**src/rtl/pipo_arb_pkg.sv**
```systemverilog
// Shared constants and FSM encoding for the PIPO register write arbiter.
package pipo_arb_pkg;

    localparam int PIPO_WIDTH     = 4;
    localparam int PIPO_CNT_WIDTH = 8;

    typedef enum logic [1:0] {
        IDLE = 2'd0,
        LOAD = 2'd1,
        DONE = 2'd2
    } pipo_state_e;

endpackage : pipo_arb_pkg

```
**src/rtl/pipo_register_4_bit.sv**
```systemverilog
// 4-bit parallel-in/parallel-out storage register; sync_clear wins over load.
module pipo_register_4_bit
    import pipo_arb_pkg::*;
(
    input  logic                  clk,
    input  logic                  clear_n,
    input  logic                  load,
    input  logic                  sync_clear,
    input  logic [PIPO_WIDTH-1:0] d,
    output logic [PIPO_WIDTH-1:0] q
);

    logic [PIPO_WIDTH-1:0] q_q;
    logic [PIPO_WIDTH-1:0] q_d;

    always_comb begin
        q_d = q_q;
        if (sync_clear) begin
            q_d = '0;
        end else if (load) begin
            q_d = d;
        end
    end

    always_ff @(posedge clk or negedge clear_n) begin
        if (!clear_n) begin
            q_q <= '0;
        end else begin
            q_q <= q_d;
        end
    end

    assign q = q_q;

endmodule : pipo_register_4_bit

```
**src/rtl/pipo_register_write_arbiter.sv**
```systemverilog
// Round-robin arbiter sharing one 4-bit PIPO register among NUM_REQ writers.
// Optional write counter output enabled by defining PIPO_ARB_WRITE_COUNT_EN.
module pipo_register_write_arbiter
    import pipo_arb_pkg::*;
#(
    parameter int NUM_REQ = 4
) (
    input  logic                          clk,
    input  logic                          clear_n,
    input  logic                          clear_req,
    input  logic [NUM_REQ-1:0]            req,
    input  logic [PIPO_WIDTH*NUM_REQ-1:0] data_in,
    output logic [NUM_REQ-1:0]            grant,
    output logic                          ack,
    output logic                          busy,
    output logic [PIPO_WIDTH-1:0]         reg_out,
    output pipo_state_e                   state_dbg
`ifdef PIPO_ARB_WRITE_COUNT_EN
    ,
    output logic [PIPO_CNT_WIDTH-1:0]     write_count
`endif
);

    // Handshake: req is level-held and sampled only in IDLE; grant is high for
    // the LOAD cycle, ack pulses one cycle in DONE, and the requester drops req
    // the cycle after ack or it is re-arbitrated at lowest priority.

    localparam int IDX_W = (NUM_REQ > 1) ? $clog2(NUM_REQ) : 1;

    pipo_state_e               state_q, state_d;
    logic [IDX_W-1:0]          ptr_q;
    logic [IDX_W-1:0]          win_q;
    logic [IDX_W-1:0]          win_d;
    logic [NUM_REQ-1:0]        grant_q;
    logic                      clr_flag_q;
    logic                      req_found;
    logic                      reg_load;
    logic                      reg_clear;
    logic [PIPO_WIDTH-1:0]     words [NUM_REQ];
    logic [PIPO_WIDTH-1:0]     mux_data;

    for (genvar g = 0; g < NUM_REQ; g++) begin : g_words
        assign words[g] = data_in[g*PIPO_WIDTH +: PIPO_WIDTH];
    end

    assign mux_data = words[win_q];

    // Search starts one above the last winner and wraps.
    always_comb begin : arb_search
        int               idx;
        logic [IDX_W-1:0] cand;
        req_found = 1'b0;
        win_d     = '0;
        idx       = 0;
        cand      = '0;
        for (int k = 1; k <= NUM_REQ; k++) begin
            idx = int'(ptr_q) + k;
            if (idx >= NUM_REQ) begin
                idx = idx - NUM_REQ;
            end
            cand = IDX_W'(idx);
            if (!req_found && req[cand]) begin
                req_found = 1'b1;
                win_d     = cand;
            end
        end
    end

    always_ff @(posedge clk or negedge clear_n) begin
        if (!clear_n) begin
            state_q <= IDLE;
        end else begin
            state_q <= state_d;
        end
    end

    always_comb begin
        state_d = state_q;
        case (state_q)
            IDLE: begin
                if (clear_req || req_found) begin
                    state_d = LOAD;
                end
            end
            LOAD:    state_d = DONE;
            DONE:    state_d = IDLE;
            default: state_d = IDLE;
        endcase
    end

    always_comb begin
        ack       = (state_q == DONE);
        busy      = (state_q != IDLE);
        reg_load  = (state_q == LOAD) && !clr_flag_q;
        reg_clear = (state_q == LOAD) && clr_flag_q;
    end

    always_ff @(posedge clk or negedge clear_n) begin
        if (!clear_n) begin
            grant_q    <= '0;
            win_q      <= '0;
            clr_flag_q <= 1'b0;
            ptr_q      <= IDX_W'(NUM_REQ - 1);
        end else begin
            case (state_q)
                IDLE: begin
                    if (clear_req) begin
                        clr_flag_q <= 1'b1;
                        grant_q    <= '0;
                    end else if (req_found) begin
                        clr_flag_q <= 1'b0;
                        grant_q    <= NUM_REQ'(1) << win_d;
                        win_q      <= win_d;
                    end
                end
                LOAD: begin
                    grant_q <= '0;
                    // A clear leaves the fairness pointer where it was.
                    if (!clr_flag_q) begin
                        ptr_q <= win_q;
                    end
                end
                DONE: begin
                    clr_flag_q <= 1'b0;
                end
                default: begin
                    grant_q <= '0;
                end
            endcase
        end
    end

    pipo_register_4_bit u_reg (
        .clk        (clk),
        .clear_n    (clear_n),
        .load       (reg_load),
        .sync_clear (reg_clear),
        .d          (mux_data),
        .q          (reg_out)
    );

    assign grant     = grant_q;
    assign state_dbg = state_q;

`ifdef PIPO_ARB_WRITE_COUNT_EN
    logic [PIPO_CNT_WIDTH-1:0] wr_cnt_q;

    // Counts requester acks only; saturates and survives clear requests.
    always_ff @(posedge clk or negedge clear_n) begin
        if (!clear_n) begin
            wr_cnt_q <= '0;
        end else if ((state_q == DONE) && !clr_flag_q && (wr_cnt_q != '1)) begin
            wr_cnt_q <= wr_cnt_q + 1'b1;
        end
    end

    assign write_count = wr_cnt_q;
`endif

endmodule : pipo_register_write_arbiter
```
**config.mk**
```make
export PLATFORM = sky130hd
export DESIGN_NAME = pipo_register_write_arbiter
export DESIGN_NICKNAME = d
export VERILOG_FILES = /design/src/rtl/pipo_arb_pkg.sv /design/src/rtl/pipo_register_4_bit.sv /design/src/rtl/pipo_register_write_arbiter.sv
export SDC_FILE = /design/constraint.sdc
export NUM_CORES = 1
export LEC_CHECK = 0
export BUFFER_PORTS_ARGS = -buffer_cell sky130_fd_sc_hd__buf_2
export CORE_ASPECT_RATIO = 1.1
export CORE_UTILIZATION = 41
export CTS_CLUSTER_SIZE = 14
export DETAILED_ROUTE_END_ITERATION = 6
export PLACE_DENSITY_LB_ADDON = 0.1
export SLEW_MARGIN = 0
export SYNTH_ARGS = -nofsm -noshare
export SYNTH_HDL_FRONTEND = slang
export SYNTH_SLANG_ARGS = --single-unit
```
**constraint.sdc**
```tcl
create_clock -name clk -period 1.3 [get_ports clk]
set_input_delay 0.195 -clock clk [delete_from_list [all_inputs] [get_ports clk]]
set_output_delay 0.195 -clock clk [all_outputs]
set_load 0.1 [all_outputs]
```
==> results of run 1 <==
## metal layers
layer | GRT usage | vias to the layer above | part of all wire
li1 | - | 356 | -
met5 | 0 | - | 0
met2 | 0.291 | 23 | 0.48
met3 | 0.0333 | 2 | 0.050
met1 | 0.259 | 340 | 0.46
met4 | 0.0909 | 0 | 0.0090
## area by class of cell
type,instances,share of cell area
clock buffer,4,0.0201
inverter,2,0.00574
sequential,15,0.294
tap,18,0.0172
multi-input combinational,47,0.354
timing repair buffer,51,0.309
## logic make-up after synthesis
| group | synth area share |
|---|---|
| buffers and inverters | 0.0157 |
| muxes | 0.142 |
| DFF | 0.475 |
| and+or+nand+nor | 0.190 |
| AOI/OAI and AO/OA | 0.178 |
## worst min-delay path, delay by kind of cell
family / cells / cell delay [ns]
buf+inv: 1 / 0.13
simple gates: 3 / 0.16
## stage by stage
step	area [sq um]	setup slack (ns)	std cells	power (mW)
CTS	1250	-0.182	136	3.71
global placement	1170	-0.0840	129	3.26
finish	1310	-0.168	137	3.84
detailed placement	1170	-0.101	129	3.27
floorplan	808	-0.475	65	2.52
global route	1310	-0.210	137	4.02
## what timing repair did
| action | 4_1_cts | 5_1_grt |
|---|---|---|
| pin swaps | 13 | 7 |
| gates resized for setup | 8 | 12 |
| endpoints found under the hold margin | 13 | 0 |
| endpoints found under the setup margin | 14 | 16 |
| cloned | 0 | 0 |
| setup buffers | 2 | 1 |
| hold buffers | 1 | 0 |
## state kept, by name (all words and copies together) (netlist names)
register	flops
grant	4
u_reg.q	4
win_q	2
clr_flag_q	1
ptr_q	2
state_dbg	2
## cell usage in the layout (no fill, tap or decap), drive strengths merged, types with 2 or more instances in the layout
cell / instances
a211oi: 2
a21oi: 2
a22o: 6
buf: 49
clkbuf: 5
dfrtp: 13
dfstp: 2
inv: 2
mux2: 2
mux4: 4
nand2: 5
nand2b: 4
nor2: 5
nor2b: 2
nor3: 2
o21ai: 3
o2bb2ai: 2
## power by group through the flow
stage	sequential, mW	combinational [mW]	clock (mW)
final	0.881	2.70	0.261
after global routing	0.906	2.82	0.295
after CTS	0.872	2.55	0.278
after detailed placement	0.874	2.40	0
after global placement	0.870	2.39	0
after floorplan	1.63	0.890	0
## worst min-delay path by stage
| stage | start | slack [ns] | to |
|---|---|---|---|
| after floorplan | clear_n | -0.10 | clr_flag_q |
| after global placement | clear_n | 0.11 | u_reg.q[2] |
| after detailed placement | clear_n | 0.12 | u_reg.q[2] |
| after CTS | clear_req | 0.26 | win_q[0] |
| after global routing | clear_req | 0.24 | win_q[1] |
| final | clear_req | 0.24 | win_q[1] |
==> impl_metrics.json, run 1 <==
{
  "maxCapViolations": 0,
  "rr_endpoint": "grant[3]",
  "clk_latency_ns": 0.28,
  "fin_crit_ns": 1.47,
  "postSynthCellCount": 65,
  "reg2reg_depth": 6,
  "route.vias.total": 721,
  "dp.final_hpwl_mm": 1.37,
  "layout_setup_ws_ns": -0.168,
  "leakagePower_nw": 0.626,
  "maxSlewHeadroom": 0.680,
  "area_delta_synth_final_pct": 64.3,
  "io_pins": 35,
  "fp.dieArea_sq_um": 2120,
  "multi_input_area_sq_um": 463,
  "slew_violations": 0,
  "initial_core_util": 0.442,
  "yosysSeqAreaShare": 0.475,
  "seqCellArea_sq_um": 384,
  "yosysUniqueCellTypes": 28,
  "antenna_found_initial": 0,
  "power.share.clock": 0.068,
  "synthArstFlopShare": 1.00,
  "grt_max_degree": 16,
  "clock-sinks": 15,
  "die_h_microns": 48.2,
  "routed_via_density": 5.26,
  "critPathSlowestCell": "dfrtp_4",
  "min_path_type": "input port to flip-flop",
  "routabilityCongestion": 0.659,
  "cts_buffer_depth": 2,
  "wl_mm": 1.88,
  "crit_family": "flip-flops",
  "drc_errors": 1,
  "netlist_area_sq_um": 796,
  "numCtsBuffers": 3,
  "synth_nets": 88,
  "finalCritPeriodShare": 1.13,
  "synth_edf_count": 0,
  "cp.buffers_inverters": 2,
  "combPwrFrac": 0.703,
  "synth_common_cells": "13 x dfrtp_1, 6 x a22o_1, 5 x nand2_1, 4 x mux4_2, 4 x nand2b_1",
  "internal_power_mw": 1.91,
  "first_iter_violations": 11,
  "r2r-start": "state_dbg[0]",
  "synth_warnings": 0,
  "synth-main-ff-cell": "dfrtp_1",
  "critPathLaunchType": "flip-flop",
  "max_stage_delay_ns": 0.48,
  "fmax_mhz": 681,
  "r2r_setup_slack_ns": -0.13,
  "grt_pass1_wl_mm": 2.82,
  "insertedDiodeCount": 0,
  "io_buffer_count": 34,
  "grt_pass1_vias": 657,
  "synth_largest_area_cell": "dfrtp_1",
  "coreArea_sq_um": 1800,
  "cts_tree": "built",
  "tightest_slew_ns": 0.483,
  "grt-ovfl-total": 0,
  "fin_worst_skew_ns": 0.00337,
  "crit_required_ns": 1.11,
  "p_seq_frac": 0.229,
  "track_usage": 0.188,
  "num-fill-cells": 129,
  "hold_ws_ns": 0.237,
  "synth-seq-cells": 15,
  "swShare": 0.502,
  "synth.most_common_cell": "dfrtp_1",
  "outcome": "finished, violations left",
  "path_cells": "or2_4 > buf_6 > buf_12",
  "path_class": "flip-flop to output pin",
  "wl_per_cell_microns": 13.7,
  "startpoint": "state_dbg[0]",
  "cp.depth": 3,
  "hold_viol_final": 0,
  "power_density_nw_per_um2": 2940,
  "synth_top_area_frac": 0.409,
  "nets": 143,
  "hold-path-cell-count": 4,
  "p_sw_mw": 1.93,
  "irDropWorstVdd_mv": 2.25,
  "die_x_microns": 44.0,
  "dr.pass1.iters": 7,
  "crit_path_end": "busy",
  "rsz0062_at_grt": "yes",
  "syn_avg_cell_area_sq_um": 12.2,
  "cp-end-kind": "output pin",
  "arrival_ns": 1.27,
  "setup_viol": 8,
  "drive_gt1_frac": 0.655,
  "cts_root_buf": "clkbuf_4",
  "ant_nets": 0,
  "clk_transition_reported_paths_ns": 0.09,
  "setup_tns_ns": -0.898,
  "num_rows": 16,
  "utilization": 0.726,
  "violations": "DRC, setup timing",
  "crit_path_max_fanout": 3,
  "synth.top_cells.by_area": "dfrtp_1 41%, mux4_2 11%, dfstp_2 6.6%",
  "h-tree-depth": 1
}
Note: power is estimated with default switching activity, not from simulation.
==> run 2, diff against run 1 <==
--- a/config.mk
+++ b/config.mk
@@ -6,8 +6,8 @@
 export NUM_CORES = 1
 export LEC_CHECK = 0
 export BUFFER_PORTS_ARGS = -buffer_cell sky130_fd_sc_hd__buf_2
-export CORE_ASPECT_RATIO = 1.1
 export CORE_UTILIZATION = 41
+export CTS_BUF_LIST = sky130_fd_sc_hd__clkbuf_4 sky130_fd_sc_hd__clkbuf_8 sky130_fd_sc_hd__clkbuf_16
 export CTS_CLUSTER_SIZE = 14
 export DETAILED_ROUTE_END_ITERATION = 6
 export PLACE_DENSITY_LB_ADDON = 0.1
==> impl_metrics.json, run 2 (synthesized netlist as in run 1, its figures left out) <==
{
  "ant_nets": 0,
  "track_usage": 0.211,
  "tightest_slew_ns": 0.487,
  "num_rows": 15,
  "finalCritPeriodShare": 1.14,
  "violations": "setup timing",
  "cp-end-kind": "output pin",
  "crit_path_max_fanout": 3,
  "insertedDiodeCount": 0,
  "cts_tree": "built",
  "crit_family": "flip-flops",
  "dp.final_hpwl_mm": 1.46,
  "hp-start": "clear_req",
  "finalPower_mw": 3.76,
  "startpoint": "state_dbg[0]",
  "drc_errors": 0,
  "path_cells": "or2_4 > buf_6 > buf_12",
  "min_path_type": "input port to flip-flop",
  "grt_busiest_layer": "met2",
  "grt_util_met2": 0.377,
  "io_pins": 35,
  "grt-ovfl-total": 0,
  "setup_viol": 8,
  "final_cells": 140,
  "max_stage_delay_ns": 0.48,
  "maxSlewHeadroom": 0.678,
  "hold-path-cell-count": 4,
  "final_cell_mix": "28 x buf_2, 10 x dfrtp_1, 10 x buf_4",
  "setup_tns_ns": -0.791,
  "initial_core_util": 0.451,
  "grt_pass1_vias": 753,
  "die_x_microns": 46.1,
  "crit_required_ns": 1.11,
  "hold_viol_final": 0,
  "cp.buffers_inverters": 2,
  "area_delta_synth_final_pct": 60.7,
  "irDropWorstVdd_mv": 2.90,
  "first_iter_violations": 9,
  "numCtsBuffers": 3,
  "critPathSlowestCell": "dfrtp_4",
  "maxCapViolations": 0,
  "cts_buffer_depth": 2,
  "wl_per_cell_microns": 13.8,
  "layout_setup_ws_ns": -0.185,
  "wl_mm": 1.93,
  "arrival_ns": 1.29,
  "reg2reg_depth": 4,
  "fp.dieArea_sq_um": 2120,
  "fin_crit_ns": 1.48,
  "routed_via_density": 5.01,
  "path_class": "flip-flop to output pin",
  "hold_end": "win_q[1]",
  "coreArea_sq_um": 1760,
  "r2r_setup_slack_ns": -0.13,
  "grt_max_degree": 16,
  "route.vias.total": 702,
  "die_h_microns": 46.1,
  "routabilityCongestion": 0.747,
  "place_inst": 135,
  "dr.pass1.iters": 4,
  "r2r-start": "state_dbg[0]",
  "antenna_found_initial": 0,
  "fmax_mhz": 674,
  "clk_latency_ns": 0.28,
  "grt.met1_usage": 0.259,
  "io_buffer_count": 34,
  "cts_setup_buffers": 0,
  "grt_pass1_wl_mm": 3.19,
  "critPathLaunchType": "flip-flop",
  "slew_violations": 0,
  "nets": 139,
  "clock-sinks": 15,
  "rsz0062_at_grt": "yes",
  "fin_worst_skew_ns": 0.00590,
  "drive_gt1_frac": 0.661,
  "rr_endpoint": "grant[0]",
  "cts_root_buf": "clkbuf_4",
  "final_common_cell": "buf_2",
  "power_density_nw_per_um2": 2940,
  "h-tree-depth": 1,
  "outcome": "finished, violations left",
  "leakagePower_nw": 0.597,
  "clk_transition_reported_paths_ns": 0.09,
  "grtUsageMet3": 0.0627
}
run 2: changes by cell type in the layout (fill, tap and decap cells not counted), sizes merged:
cell and delta:
buf -3, clkbuf -1
run 2: how the worst max path moves through the flow:
stage | end | cells after the start
floorplan | grant[0] | 4
global placement | grant[0] | 4
detailed placement | grant[0] | 4
CTS | busy | 3
global route | busy | 3
finish | busy | 3
run 2: layout make-up:
| type | instances | area, sq um |
|---|---|---|
| Inverter | 2 | 7.51 |
| Multi-Input combinational cell | 47 | 458 |
| Fill cell | 145 | 485 |
| Clock buffer | 4 | 30.0 |
| Sequential cell | 15 | 384 |
| Tap cell | 25 | 31.3 |
| Timing Repair Buffer | 47 | 368 |
run 2: what timing repair did:
item,4_1_cts,5_1_grt
setup endpoints to repair,15,14
hold buffers,1,0
pin swaps,4,6
gates resized for setup,9,9
hold endpoints to repair,13,0
run 2: stage by stage:
stage / area [sq um] / worst slack [ns] / hold WS (ns) / utilization
floorplan: 808 / -0.475 / -0.101 / -
global placement: 1170 / -0.0850 / 0.116 / 0.663
detailed placement: 1170 / -0.109 / 0.117 / 0.663
CTS: 1240 / -0.187 / 0.266 / 0.702
global route: 1280 / -0.222 / 0.254 / 0.725
finish: 1280 / -0.185 / 0.245 / 0.725
run 2: worst reg2reg max path, delay by kind of cell, from the launching register on:
family,cells,cell delay [ns]
flops,1,0.48
simple gates,3,0.75
compound gates,1,0.14
run 2: metal layers:
metal / vias up / part of all wire
li1: 344 / -
met1: 330 / 0.44
met2: 28 / 0.49
met3: 0 / 0.072
met4: 0 / 0
met5: - / 0
run 2: report_power, final:
part	leakage, nW	switching, mW	internal [mW]
combinational	0.393	1.58	1.00
sequential	0.185	0.201	0.692
clock	0.0184	0.147	0.140
total	0.597	1.93	1.83
==> run 3, diff against run 2 <==
--- a/config.mk
+++ b/config.mk
@@ -11,6 +11,7 @@
 export CTS_CLUSTER_SIZE = 14
 export DETAILED_ROUTE_END_ITERATION = 6
 export PLACE_DENSITY_LB_ADDON = 0.1
+export SKIP_LAST_GASP = 1
 export SLEW_MARGIN = 0
 export SYNTH_ARGS = -nofsm -noshare
 export SYNTH_HDL_FRONTEND = slang
==> impl_metrics.json, run 3 (synthesized netlist as in run 1, its figures left out) <==
{
  "antenna_found_initial": 0,
  "met1_length_microns": 846,
  "outcome": "finished, violations left",
  "drive_gt1_frac": 0.661,
  "first_iter_violations": 8,
  "numCtsBuffers": 3,
  "fmax_mhz": 672,
  "slew_violations": 0,
  "die_h_microns": 46.1,
  "io_buffer_count": 34,
  "maxSlewHeadroom": 0.678,
  "power_density_nw_per_um2": 2950,
  "drc_errors": 0,
  "setup_tns_ns": -0.818,
  "grt_pass1_wl_mm": 3.19,
  "finalPower_mw": 3.77,
  "rsz0062_at_grt": "yes",
  "dr_wl_met2_microns": 951,
  "cts_buffer_depth": 2,
  "final_common_cell": "buf_2",
  "initial_core_util": 0.451,
  "critPathLaunchType": "flip-flop",
  "dp.final_hpwl_mm": 1.46,
  "cp-end-kind": "output pin",
  "hold_viol_final": 0,
  "final_cells": 140,
  "h-tree-depth": 1,
  "final_cell_mix": "28 x buf_2, 10 x dfrtp_1, 10 x buf_4",
  "cts_root_buf": "clkbuf_4",
  "hold-path-cell-count": 4,
  "coreArea_sq_um": 1760,
  "grt-ovfl-total": 0,
  "crit_required_ns": 1.11,
  "crit_path_max_fanout": 3,
  "place_inst": 135,
  "r2r-start": "ptr_q[0]",
  "layout_setup_ws_ns": -0.188,
  "path_class": "flip-flop to output pin",
  "area_delta_synth_final_pct": 60.7,
  "violations": "setup timing",
  "fin_crit_ns": 1.49,
  "num_rows": 15,
  "dr.pass1.iters": 4,
  "grt_pass1_vias": 753,
  "finalCritPeriodShare": 1.14,
  "clk_latency_ns": 0.28,
  "fin_worst_skew_ns": 0.00590,
  "nets": 139,
  "die_x_microns": 46.1,
  "wl_met3_microns": 139,
  "reg2reg_depth": 5,
  "routed_via_density": 5.01,
  "wl_mm": 1.94,
  "track_usage": 0.211,
  "min_path_type": "input port to flip-flop",
  "setup_viol": 9,
  "grt_max_degree": 16,
  "wl_per_cell_microns": 13.9,
  "clock-sinks": 15,
  "hold_end": "win_q[1]",
  "irDropWorstVdd_mv": 2.90,
  "cts_tree": "built",
  "rr_endpoint": "grant[1]",
  "cts_setup_buffers": 0,
  "r2r_setup_slack_ns": -0.13,
  "hold_ws_ns": 0.244,
  "route.vias.total": 701,
  "clk_transition_reported_paths_ns": 0.09,
  "insertedDiodeCount": 0,
  "arrival_ns": 1.29,
  "ant_nets": 0,
  "maxCapViolations": 0,
  "leakagePower_nw": 0.597,
  "top_layer": "met4",
  "fp.dieArea_sq_um": 2120,
  "tightest_slew_ns": 0.487,
  "hp-start": "clear_req",
  "io_pins": 35,
  "dp_slack_ns": -0.109,
  "routabilityCongestion": 0.747
}
[run 3: cell type report]
cell class	instances	area, sq um
Fill cell	145	485
Multi-Input combinational cell	47	458
Sequential cell	15	384
Timing Repair Buffer	47	368
Tap cell	25	31.3
Clock buffer	4	30.0
Inverter	2	7.51
[run 3: worst max-delay path by stage]
stage,end,startpoint,slack [ns],cells after the start
floorplan,grant[0],state_dbg[0],-0.48,4
global placement,grant[0],state_dbg[0],-0.08,4
detailed placement,grant[0],state_dbg[0],-0.11,4
CTS,busy,state_dbg[0],-0.19,3
global route,busy,state_dbg[0],-0.22,3
finish,busy,state_dbg[0],-0.19,3
[run 3: routing by layer]
layer,up-vias,track usage
li1,344,-
met4,0,0.0176
met3,2,0.0627
met5,-,0
met2,26,0.377
met1,329,0.259
[run 3: power by group]
group          leakage (nW)  internal [mW]  switching, mW
Clock                0.0184          0.140          0.149
Sequential            0.185          0.692          0.201
Combinational         0.393           1.00           1.58
Total                 0.597           1.84           1.93
[run 3: worst max-delay path, cell delays in order, from the launching register on]
cell,delay (ns)
dfrtp_4,0.48
or2_4,0.24
buf_6,0.13
buf_12,0.16
[run 3: stage by stage]
stage	instance area [sq um]	utilization
global route	1280	0.725
finish	1280	0.725
floorplan	808	-
detailed placement	1170	0.663
CTS	1230	0.700
global placement	1170	0.663
[run 3: what timing repair did]
action	4_1_cts	5_1_grt
pin swaps	4	8
endpoints found under the setup margin	15	14
hold buffers	1	0
hold endpoints to repair	13	0
gates resized for setup	8	10
